## src/rtl/led_status_driver.sv

```systemverilog
// Front-panel LED pattern source: turns system, PSU, fan and LAN status into
// registered, active-low, blink-encoded LED drive, with a power-on lamp test
// and per-port stretching of LAN activity pulses.
module led_status_driver #(
  parameter int unsigned SLOW_HALF = 16384,
  parameter int unsigned FAST_HALF = 4096,
  parameter int unsigned ACT_HOLD  = 1638,
  parameter int unsigned LT_CYC    = 16384
) (
  input  logic       CLK32768,
  input  logic       Reset,
  input  logic       FM_PS_EN,
  input  logic [1:0] SysGreenMode,
  input  logic [1:0] SysRedMode,
  input  logic [1:0] PsuOk,
  input  logic [1:0] PsuFail,
  input  logic       FanFail,
  input  logic [1:0] LanLink1000,
  input  logic [1:0] LanLink100,
  input  logic [1:0] LanAct,
  output logic       SysLedG_ox,
  output logic       SysLedR_ox,
  output logic [1:0] PowerNormal_ox,
  output logic [1:0] PowerFail_ox,
  output logic       FanFail_ox,
  output logic       FanOK_ox,
  output logic [1:0] RJ45Speed1R_ox,
  output logic [1:0] RJ45Speed2R_ox,
  output logic [1:0] RJ45RActivity_ox
);

  localparam int unsigned SLOW_W = $clog2(SLOW_HALF);
  localparam int unsigned FAST_W = $clog2(FAST_HALF);
  localparam int unsigned ACT_W  = $clog2(ACT_HOLD);
  localparam int unsigned LT_W   = $clog2(LT_CYC);
  localparam int unsigned LED_W  = 14;

  localparam logic [1:0] LT_NORMAL = 2'd0;
  localparam logic [1:0] LT_ON     = 2'd1;
  localparam logic [1:0] LT_OFF    = 2'd2;

  localparam logic [1:0] ACT_IDLE  = 2'd0;
  localparam logic [1:0] ACT_ON    = 2'd1;
  localparam logic [1:0] ACT_OFF   = 2'd2;

  logic [SLOW_W-1:0] slow_cnt;
  logic [FAST_W-1:0] fast_cnt;
  logic              slow_ph;
  logic              fast_ph;
  logic              ps_en_q;
  logic [1:0]        lt_state;
  logic [1:0]        lt_state_n;
  logic [LT_W-1:0]   lt_cnt;
  logic [LT_W-1:0]   lt_cnt_n;
  logic [1:0]        act_lit;
  logic              red_lit;
  logic              green_lit;
  logic [LED_W-1:0]  lit_c;
  logic [LED_W-1:0]  led_q;

  // Lit decision for a 2-bit blink mode: off, solid, slow phase, fast phase.
  function automatic logic mode_lit(input logic [1:0] mode, input logic slow, input logic fast);
    case (mode)
      2'b00:   return 1'b0;
      2'b01:   return 1'b1;
      2'b10:   return slow;
      default: return fast;
    endcase
  endfunction

  // Shared slow/fast blink prescalers; phase 1 is the lit half.
  always_ff @(posedge CLK32768) begin
    if (Reset) begin
      slow_cnt <= '0;
      slow_ph  <= 1'b0;
      fast_cnt <= '0;
      fast_ph  <= 1'b0;
    end else begin
      if (slow_cnt == SLOW_W'(SLOW_HALF - 1)) begin
        slow_cnt <= '0;
        slow_ph  <= ~slow_ph;
      end else begin
        slow_cnt <= slow_cnt + SLOW_W'(1);
      end
      if (fast_cnt == FAST_W'(FAST_HALF - 1)) begin
        fast_cnt <= '0;
        fast_ph  <= ~fast_ph;
      end else begin
        fast_cnt <= fast_cnt + FAST_W'(1);
      end
    end
  end

  // Lamp-test state register and registered PSU enable for edge detection.
  always_ff @(posedge CLK32768) begin
    if (Reset) begin
      lt_state <= LT_NORMAL;
      lt_cnt   <= '0;
      ps_en_q  <= 1'b0;
    end else begin
      lt_state <= lt_state_n;
      lt_cnt   <= lt_cnt_n;
      ps_en_q  <= FM_PS_EN;
    end
  end

  // Lamp-test next state: rising PSU enable starts it, losing enable aborts it.
  always_comb begin
    lt_state_n = lt_state;
    lt_cnt_n   = lt_cnt + LT_W'(1);
    case (lt_state)
      LT_NORMAL: begin
        lt_cnt_n = '0;
        if (FM_PS_EN && !ps_en_q) lt_state_n = LT_ON;
      end
      LT_ON: begin
        if (!FM_PS_EN) begin
          lt_state_n = LT_NORMAL;
          lt_cnt_n   = '0;
        end else if (lt_cnt == LT_W'(LT_CYC - 1)) begin
          lt_state_n = LT_OFF;
          lt_cnt_n   = '0;
        end
      end
      LT_OFF: begin
        if (!FM_PS_EN || (lt_cnt == LT_W'(LT_CYC - 1))) begin
          lt_state_n = LT_NORMAL;
          lt_cnt_n   = '0;
        end
      end
      default: begin
        lt_state_n = LT_NORMAL;
        lt_cnt_n   = '0;
      end
    endcase
  end

  // Per-port activity stretcher: lit for ACT_HOLD, dark for ACT_HOLD, then rearm.
  for (genvar p = 0; p < 2; p++) begin : g_act
    logic [1:0]       state;
    logic [1:0]       state_n;
    logic [ACT_W-1:0] cnt;
    logic [ACT_W-1:0] cnt_n;
    logic             link;

    assign link       = LanLink1000[p] | LanLink100[p];
    assign act_lit[p] = (state == ACT_ON);

    // Activity state register.
    always_ff @(posedge CLK32768) begin
      if (Reset) begin
        state <= ACT_IDLE;
        cnt   <= '0;
      end else begin
        state <= state_n;
        cnt   <= cnt_n;
      end
    end

    // Activity next state; link loss returns to idle from anywhere.
    always_comb begin
      state_n = state;
      cnt_n   = cnt + ACT_W'(1);
      case (state)
        ACT_IDLE: begin
          cnt_n = '0;
          if (LanAct[p]) state_n = ACT_ON;
        end
        ACT_ON: begin
          if (cnt == ACT_W'(ACT_HOLD - 1)) begin
            state_n = ACT_OFF;
            cnt_n   = '0;
          end
        end
        ACT_OFF: begin
          if (cnt == ACT_W'(ACT_HOLD - 1)) begin
            state_n = ACT_IDLE;
            cnt_n   = '0;
          end
        end
        default: begin
          state_n = ACT_IDLE;
          cnt_n   = '0;
        end
      endcase
      if (!link) begin
        state_n = ACT_IDLE;
        cnt_n   = '0;
      end
    end
  end

  // Normal-mode lit pattern; red overrides green, PSU fail overrides PSU ok.
  always_comb begin
    red_lit   = mode_lit(SysRedMode, slow_ph, fast_ph);
    green_lit = (SysRedMode != 2'b00) ? 1'b0 : mode_lit(SysGreenMode, slow_ph, fast_ph);
    lit_c     = {green_lit, red_lit,
                 PsuOk & ~PsuFail, PsuFail,
                 FanFail, ~FanFail,
                 LanLink1000, ~LanLink1000 & LanLink100,
                 act_lit};
  end

  // Registered active-low LED drive with lamp-test override.
  always_ff @(posedge CLK32768) begin
    if (Reset) begin
      led_q <= '1;
    end else begin
      case (lt_state)
        LT_ON:   led_q <= '0;
        LT_OFF:  led_q <= '1;
        default: led_q <= ~lit_c;
      endcase
    end
  end

  assign {SysLedG_ox, SysLedR_ox, PowerNormal_ox, PowerFail_ox, FanFail_ox, FanOK_ox,
          RJ45Speed1R_ox, RJ45Speed2R_ox, RJ45RActivity_ox} = led_q;

endmodule

```

## config.mk

```make
export PLATFORM = sky130hd
export DESIGN_NAME = led_status_driver
export DESIGN_NICKNAME = d
export VERILOG_FILES = /design/src/rtl/led_status_driver.sv
export SDC_FILE = /design/constraint.sdc
export NUM_CORES = 1
export LEC_CHECK = 0
export CAP_MARGIN = 5
export CORE_UTILIZATION = 60
export CTS_CLUSTER_SIZE = 16
export DETAILED_ROUTE_END_ITERATION = 10
export PLACE_DENSITY = 0.82
export SETUP_SLACK_MARGIN = 0.5
export SLEW_MARGIN = 20
export SYNTH_ARGS = -nofsm -noshare
export SYNTH_HDL_FRONTEND = slang
export SYNTH_SLANG_ARGS = --single-unit
```

## constraint.sdc

```tcl
create_clock -name CLK32768 -period 4.9 [get_ports CLK32768]
set_input_delay 0.98 -clock CLK32768 [delete_from_list [all_inputs] [get_ports CLK32768]]
set_output_delay 0.98 -clock CLK32768 [all_outputs]
set_load 0.01 [all_outputs]
```

==> reports/results.ini <==
[clocking]
root_buffer=clkbuf_8
cts-htree-levels=3
post-cts-setup-buffer-count=0
postCtsHoldBufs=0
cts_tree=yes
cts_sinks=85
clk_transition_reported_paths_ps=80
clockBufferDepth=2
insertion_delay_ps=340
cts_inserted_buffers=9
cts_resized=0

[critical_path]
cp.required_ps=5060
setup.worst_path.class=primary input to flip-flop
arrival_ps=2890
reg2reg_depth=4
critPathCaptureType=flip-flop
start_kind=primary input
cp_max_fo=23

[final_layout]
insertedDiodeCount=0
final_core_util=0.713
fillers=478
drive_above_1_share=0.0571
synthToLayoutAreaGrowth_pct=14.8
fin_cells=513
fin_area_um2=4220
fin_nets=468

[logic_synthesis]
yosys.cell_types.count=48
synthArstFlopShare=0
synth_top_area_cell=dfxtp_1
synthTopCellsByArea=dfxtp_1 46%, xor2_1 7.4%, nor2_1 7.0%, ha_1 5.4%, xnor2_1 4.3%
netlist_instances=404
synth.most_common_cell=dfxtp_1
synthesis.nets=438
synth_edf_count=0
netlist.area_leader.share=0.462
synth_seq_cells=85
yosysSeqAreaShare=0.462
netlist_area_um2=3680
yosys-top-cells-count=85 x dfxtp_1, 69 x nor2_1, 31 x xor2_1, 23 x o21ai_0, 20 x nand2_1
postSynthAreaPerCell_um2=9.11
ys.flop_type=dfxtp_1
yosysWarnings=0

[placed_design]
portBuffers=31
placed_area_um2=4030
place_inst=498
dpl.hpwl_mm=4.64
gp_congestion=0.799

[die]
fp-row-count=28
ioPinCount=32
initial_core_util=0.622
core-area_um2=5920
die_w_um=80.3
die_h_um=80.3
die_area_um2=6450

[timing]
fmax_ghz=0.367
fin_setup_tns_ps=0
finalHoldViolCount=0
tightest_slew_ps=797
min_period_ps=2730
max-slew-margin-rel=0.467
finalMaxSlewViolations=0
fin_skew_ps=8.71
setup_viol=0
post-route-period-util=0.557
rsz0062_at_grt=false

[power_and_ir_drop]
p_total_w=0.00129
power.leakage_nw=1.51
vdd_drop_max_mv=0.260
power_density_nw_per_um2=307

[worst_hold_path]
min_path_type=flip-flop to flip-flop
holdPathStages=1

[global_routing]
grt_use_total=0.216
antenna_found_initial=0
grt_pass1_wl_mm=10.6
grt_pass1_vias=2540
grt_max_degree=24
overflow=0

[route]
antenna_left=0
dr.first_iter.drc_count=95
wl_mm=6.61
drt_pass1_iterations=5
viasPerCell=5.39
wl_per_cell_um=12.9
drc=0
route.vias.total=2765

[flow_run]
maxCapViolations=0

[status]
status=completed

-- logic make-up after synthesis --
group / synth area share
AOI/OAI and AO/OA: 0.0802
buffers and inverters: 0.0337
xor gates and xnor gates: 0.117
muxes: 0.00306
and+or+nand+nor: 0.250
DFF: 0.462
adders and majority gates: 0.0544
-- path summary, 6_finish.rpt --
path / slack [ps] / from / end
worst max-delay path: 2170 / Reset / led_q[0]$_SDFF_PP1_
worst max register to register: 2840 / lt_state[0]$_SDFFE_PP0P_ / led_q[0]$_SDFF_PP1_
worst min-delay path: 440 / slow_cnt[0]$_SDFF_PP0_ / slow_cnt[0]$_SDFF_PP0_
worst min register to register: 440 / slow_cnt[0]$_SDFF_PP0_ / slow_cnt[0]$_SDFF_PP0_
-- sequential cells by signal, indices dropped and copies added, names as in the netlist --
signal,cells
fast_cnt,12
led_q,14
slow_ph,1
ps_en_q,1
slow_cnt,14
g_act.cnt,22
lt_state,2
lt_cnt,14
fast_ph,1
g_act.state,4
-- stage by stage --
| step | hold slack [ps] | worst slack (ps) |
|---|---|---|
| 2_1_floorplan | 413 | 2990 |
| 3_3_place_gp | 426 | 1980 |
| 3_5_place_dp | 435 | 1880 |
| 4_1_cts | 446 | 2190 |
| 5_1_grt | 468 | 1990 |
| 6_report | 443 | 2170 |
-- where the power goes --
part | internal, W | switching (W)
registers | 0.000707 | 0.00000959
clock network | 0.000262 | 0.000227
logic | 0.0000463 | 0.0000430
total | 0.00102 | 0.000280
-- critical path: stages --
cell	delay [ps]
clkdlybuf4s50_1	820
a21oi_1	830
o21ai_0	260
-- area by class of cell --
class,count,area (um2),area share
repair buffers,31,310,0.0735
multi-input cells,288,1850,0.439
clock buffers,14,163,0.0385
flip-flops and latches,85,1700,0.403
well taps,75,93.8,0.0222
clock inverters,1,30.0,0.00711
inverters,19,71.3,0.0169
-- layout by cell type, fill, tap and decap left out, drive strengths merged, types with 18 or more instances in the layout --
cell	n
clkdlybuf4s50	31
dfxtp	85
inv	19
nand2	20
nand3	19
nor2	69
o21ai	23
xnor2	18
xor2	31
-- routing by layer --
| metal | vias up | GRT usage | share of wire |
|---|---|---|---|
| met1 | 1276 | 0.250 | 0.46 |
| met4 | 0 | 0.0982 | 0.019 |
| li1 | 1434 | - | - |
| met5 | - | 0 | 0 |
| met3 | 11 | 0.0386 | 0.028 |
| met2 | 44 | 0.385 | 0.49 |
Power figures use the tool's default switching activity.
